### src/rtl/mem_fetch_ctrl.sv
// Sequences 16x8 RAM reads (setup/access/hold) and captures fetched instructions or data bytes.
// Latency: 3 cycles from request edge to capture; done pulses the cycle after capture.
// Backpressure: none queued; requests arriving while busy are dropped, caller must watch busy/done.
module mem_fetch_ctrl (
    input  logic       clk,
    input  logic       rst_n,
    input  logic       fetch_req,
    input  logic       data_req,
    input  logic [3:0] data_addr,
    input  logic       pc_load,
    input  logic [3:0] pc_din,
    output logic [3:0] mem_address,
    output logic       mem_ce,
    input  logic [7:0] mem_data,
    output logic [3:0] pc,
    output logic [3:0] ir_opcode,
    output logic [3:0] ir_operand,
    output logic [7:0] data_q,
    output logic       busy,
    output logic       done,
    output logic       halted
);

    typedef enum logic [1:0] {IDLE, SETUP, ACCESS, HOLD} state_t;

    state_t     state;
    logic [7:0] ir;
    logic       is_data;

    assign ir_opcode  = ir[7:4];
    assign ir_operand = ir[3:0];

    always_ff @(posedge clk or negedge rst_n) begin
        if (!rst_n) begin
            state       <= IDLE;
            pc          <= 4'd0;
            ir          <= 8'd0;
            data_q      <= 8'd0;
            mem_address <= 4'd0;
            mem_ce      <= 1'b0;
            busy        <= 1'b0;
            done        <= 1'b0;
            halted      <= 1'b0;
            is_data     <= 1'b0;
        end else begin
            done <= 1'b0;
            case (state)
                IDLE: begin
                    // One action per edge: jump beats fetch beats data read.
                    if (pc_load) begin
                        pc <= pc_din;
                    end else if (fetch_req && !halted) begin
                        mem_address <= pc;
                        is_data     <= 1'b0;
                        busy        <= 1'b1;
                        state       <= SETUP;
                    end else if (data_req) begin
                        mem_address <= data_addr;
                        is_data     <= 1'b1;
                        busy        <= 1'b1;
                        state       <= SETUP;
                    end
                end
                SETUP: begin
                    mem_ce <= 1'b1;
                    state  <= ACCESS;
                end
                ACCESS: begin
                    state <= HOLD;
                end
                HOLD: begin
                    // mem_ce is still high here, so the bus is driven when sampled.
                    mem_ce <= 1'b0;
                    busy   <= 1'b0;
                    done   <= 1'b1;
                    state  <= IDLE;
                    if (is_data) begin
                        data_q <= mem_data;
                    end else begin
                        ir <= mem_data;
                        pc <= pc + 4'd1;
                        if (mem_data[7:4] == 4'hF)
                            halted <= 1'b1;
                    end
                end
                default: state <= IDLE;
            endcase
        end
    end

endmodule

### config.mk
export PLATFORM = sky130hd
export DESIGN_NAME = mem_fetch_ctrl
export DESIGN_NICKNAME = d
export VERILOG_FILES = /design/src/rtl/mem_fetch_ctrl.sv
export SDC_FILE = /design/constraint.sdc
export NUM_CORES = 1
export LEC_CHECK = 0
export BUFFER_PORTS_ARGS = -buffer_cell sky130_fd_sc_hd__buf_2
export CAP_MARGIN = 20
export CELL_PAD_IN_SITES_DETAIL_PLACEMENT = 1
export CELL_PAD_IN_SITES_GLOBAL_PLACEMENT = 1
export CORE_ASPECT_RATIO = 1.75
export CORE_MARGIN = 3
export CORE_UTILIZATION = 41
export CTS_BUF_LIST = sky130_fd_sc_hd__clkbuf_16
export DETAILED_ROUTE_END_ITERATION = 10
export PLACE_DENSITY_LB_ADDON = 0.1
export SKIP_LAST_GASP = 1
export SYNTH_ARGS = -nofsm -noshare
export SYNTH_HDL_FRONTEND = slang
export SYNTH_SLANG_ARGS = --single-unit
### constraint.sdc
create_clock -name clk -period 3.42 [get_ports clk]
set_clock_uncertainty 0.2 [all_clocks]
set_input_delay 0.171 -clock clk [delete_from_list [all_inputs] [get_ports clk]]
set_output_delay 0.171 -clock clk [all_outputs]
set_load 0.005 [all_outputs]
---- Word-level counts from Yosys, hierarchy flattened ----
Index checks and enable logic that the tools add are counted.
cells by class
  add/sub/neg operators ................... 1
  multipliers ............................. 0
  divide/modulo/power cells ............... 0
  $lt $le $gt $ge ......................... 0
  eq/ne operators ......................... 8
  shifts and indexed selects .............. 0
  mux-type cells .......................... 16
  bitwise operators ....................... 2
  reduce and logical (&&, ||, !) cells .... 13
operators by type and width
  cell                 number
  $mux 4               4
  $reduce_and 3->1     4
  $pmux 2 s4           1
  $pmux 4 s2           1
  $mux 2               3
  $ne 2x2->1 const B   3
  $reduce_and 2->1     3
  $reduce_bool 2->1    3
  $mux 1               5
  $add 4x1->4 const B  1
  $eq 2x2->1 const B   2
  $eq 4x4->1 const B   1
  $pmux 1 s2           2
  $ne 3x3->1 const B   1
  $eq 2x1->1 const B   1
  $logic_not 2->1      1
  $not 1->1            2
  $logic_and 1x1->1    1
  $logic_not 1->1      1
word-level totals
  bits in registers ....................... 31
  latch bits .............................. 0
  bits in writable memories ............... 0
  memory bits (read-only) ................. 0
  bits of input ports ..................... 21
  output and inout port bits .............. 28
  logic and storage cells ................. 50
  memories ................................ 0

---- Longest topological paths before layout ----
  depth after elaboration ................. 5
  depth in mapped cells ................... 6
  gate-level depth less buffers ........... 6

---- Worst setup path before layout ----
No wires, ideal clock.
  path kind ............................... register to register
  from .................................... register state[0]
  to ...................................... register pc[2]
  data arrival time ....................... 1.329 ns
  data required time ...................... 3.095 ns
  slack ................................... 1.766 ns
  cell stages (with the launch flop) ...... 7
  buffers on the path ..................... 0
  path through ............................ dfrtp_1 -> inv_1 -> ha_1 -> nor2b_4 -> a211oi_4 -> a21o_2 -> a21oi_1
between the ends
  longest elaborated chain between the ends .. 3
  elaborated cells between the ends (all ways) .. 7
  classes of those cells .................. eq/ne (3); mux (1); reduce/logical (3)
ends and longest elaborated chain
  what                                                       line  text
  start: declaration                                         26    state_t state;
  start signal: assignment                                   35    state <= IDLE;
  start signal: assignment                                   56    state <= SETUP;
  start signal: assignment                                   61    state <= SETUP;
  $eq 2x2->1 or $logic_not 2->1 (tied branches)              47    case (state)
  $ne 2x2->1 (no line) or $reduce_bool 2->1 (tied branches)  --
  $reduce_and 3->1 (no line)                                 --
  end signal: assignment                                     51    pc <= pc_din;
  end signal: assignment                                     81    pc <= pc + 4'd1;
  end: declaration                                           15    output logic [3:0] pc,
Parallel ways exist; a longest one is shown, timed or not.
A chain may end at the register's enable or synchronous reset.

---- Final worst setup path ----
  from .................................... register state[1]
  to ...................................... register pc[2]
The elaborated chain is that of the path after synthesis.

==> results by group <==
Status
  • Run status: complete, no violations

STA
  • Final period util: 0.590
  • Max Clk Rate: between 400 and 500 MHz
  • Final setup violation count: 0
  • Rel. slew slack: 0.548
  • Setup tns final: 0 ns
  • Final-report max-slew violation count: 0
  • Min cycle time layout: 2.02 ns
  • Worst-Margin Slew: 0.678 ns
  • RSZ-0062 raised after global routing: false
  • Final Hold Fails: 0

Drt
  • Starting DRT DRC Count: 10
  • WL final: 3.30 mm
  • Routed WL per cell: about 15 um
  • DRC: 0
  • Initial DRT Pass Iterations: 4
  • Via-per-instance ratio: just over 5
  • Vias: 1083
  • Final antenna-violating net count: 0

Finish
  • Diode count: 0
  • Layout cells sized above 1: 0.439
  • Fillcell total: between 300 and 400
  • Final net count: 199
  • Syn-to-layout area delta: 35.7%
  • Design Area, Final: 0.00190 sq mm

Placement
  • DP Area: 0.00167 sq mm
  • IO buf count: 48
  • Post-DP HPWL: ~2.5 mm
  • GPL Wtd Cong: around 0.77

Critical path
  • Crit-path max FO: 12
  • R2R setup slack: 1.40 ns
  • Crit path launch type: flop
  • Worst setup EP type: flop
  • Buf+Inv Stages, Crit Path: 0
  • Slowest CP cell: ha_1
  • Family with the most delay on the worst path: compound AO/OA/AOI/OAI gates
  • Kind of critical path: flop to flop
  • Critical path, cell by cell: ha_1 > nor2_1 > a211oi_4 > a21o_2 > a21oi_1
  • Worst EP required: 3.35 ns
  • CP peak stage delay: 0.51 ns
  • WP data arrival: slightly below 2 ns

Synthesis
  • Avg Inst Size Synth: 12.8 sq um
  • Synth warn: 0
  • Post-synth EDFFs: 0
  • Number of synthesized register bits: 31
  • Sequential share of the synthesized area: 0.553
  • Post-synth net total: 137
  • Mapped Cells: 110
  • Unique masters post-synth: 26
  • Share of flip-flops with an asynchronous set or reset: 1.00
  • Dominant synthesized flop cell: dfrtp_1
  • Mapped Area: ~0.0014 sq mm

Floorplan
  • Initial Util: 0.437
  • # rows: 27
  • Die H: 83.4 um
  • Die area: 0.00419 sq mm
  • IO Count: 49
  • CORE AREA: 0.00321 sq mm
  • Die width: between 50 and 60 um

Clock network
  • CTS tree: done
  • Clock transition at path regs: 0.05 ns
  • Num Clock Sinks: 31
  • CTS Root Cell: clkbuf_16
  • Post-CTS Setup Inserts: 0
  • CTS H-tree depth: 2
  • Longest Clk Path Bufs: 2
  • Worst skew pair latency: roughly 0.27 ns
  • CTS Buf Count: 5

Power and ir drop
  • Pwr/cell area: 972 mW/mm^2
  • VDD IR max: ~0.0005 V
  • Leak: 0.000946 uW

Hold path
  • HP Class: input pin to flop

Global routing
  • Initial antenna violation count: 0
  • Vias in the first global route: 1232
  • Largest net degree at the start of global routing: 32
  • First-pass GRT wire length: 5.71 mm
  • Grt ovf: 0
  • GRT Util Overall: 0.183

Flow run
  • Max cap viols: 0
report_power, final:
group | switching [uW] | internal, uW | total (uW)
clock network | 138 | 257 | 396
logic | 362 | 404 | 766
registers | 130 | 558 | 688
tightest hold or removal path, cell delays in order:
cell	delay, ns
buf_2	0.08
o22ai_1	0.06
a21oi_1	0.11
final timing paths:
| kind | cells past startpoint | endpoint | from |
|---|---|---|---|
| worst max-delay path | 5 | pc[2] | state[1] |
| worst min-delay path | 3 | pc[2] | pc_din[2] |
| worst max register to register | 5 | pc[2] | state[1] |
| worst min register to register | 2 | mem_address[2] | mem_address[2] |
| max in group asynchronous | 2 | mem_address[0] | rst_n |
| min in group asynchronous | 2 | done | rst_n |
sequential cells by signal, summed over array words and instances, names as in the netlist:
signal	count
ir	8
mem_address	4
data_q	8
pc	4
is_data	1
busy	1
halted	1
state	2
done	1
mem_ce	1
cells in the mapped netlist (4+ instances only):
cell type | n | area [sq um]
nand2_1 | 5 | 18.8
nor2_1 | 7 | 26.3
mux2i_1 | 8 | 80.1
a21oi_1 | 7 | 35.0
mux2_2 | 17 | 191
dfrtp_1 | 31 | 776
inv_1 | 4 | 15.0
o21ai_0 | 4 | 20.0
ha_1 | 6 | 75.1
cell families after synthesis:
kind of cell    share of synthesized area
flops                               0.553
mux                                 0.194
simple gates                       0.0794
compound gates                     0.0937
buf+inv                            0.0268
fa+ha+maj                          0.0535
cell type report:
class / count / area, sq um / area share
inverters: 4 / 15.0 / 0.00789
flip-flops and latches: 31 / 776 / 0.408
multi-input cells: 72 / 589 / 0.310
repair buffers: 58 / 340 / 0.179
well taps: 43 / 53.8 / 0.0283
clock inverters: 1 / 3.75 / 0.00197
clock buffers: 5 / 125 / 0.0657
routing by layer:
layer / vias to the layer above / share of wire / global-route usage / routed length [um]
li1: 513 / - / - / -
met4: 0 / 0.021 / 0.0831 / 68
met5: - / 0 / 0 / 0
met1: 524 / 0.36 / 0.185 / 1190
met2: 39 / 0.56 / 0.325 / 1830
met3: 7 / 0.062 / 0.0592 / 206
repair_timing:
item,in CTS,in global routing
gates resized for setup,0,0
hold endpoints to repair,49,0
hold buffers,10,0
stage by stage:
step	total power, uW	hold WS, ns	setup slack [ns]	instances	utilization
floorplan	1170	-0.325	1.77	110	-
global placement	1420	0.0436	1.49	198	0.522
detailed placement	1470	0.0607	1.39	198	0.522
CTS	1890	0.00791	1.37	214	0.593
global route	2010	0.0398	1.23	214	0.593
finish	1850	0.00732	1.40	214	0.593
cells in the final DEF (no fill, tap or decap):
master and count:
buf_2 48, dfrtp_1 31, mux2_2 17, dlygate4sd3_1 10
mux2i_1 8, nor2_1 7, a21oi_1 7, ha_1 6
inv_1 5, nand2_1 5, clkbuf_16 5, o21ai_0 4
o21bai_1 2, nand2b_1 2, a21o_2 2, o22ai_1 2
nand2_2 1, nor2b_1 1, nor2b_4 1, o21ai_1 1
a211oi_4 1, and4_1 1, a31oi_1 1, or3_1 1
nand4_1 1, and2_1 1
(Power assumes the default switching activity.)
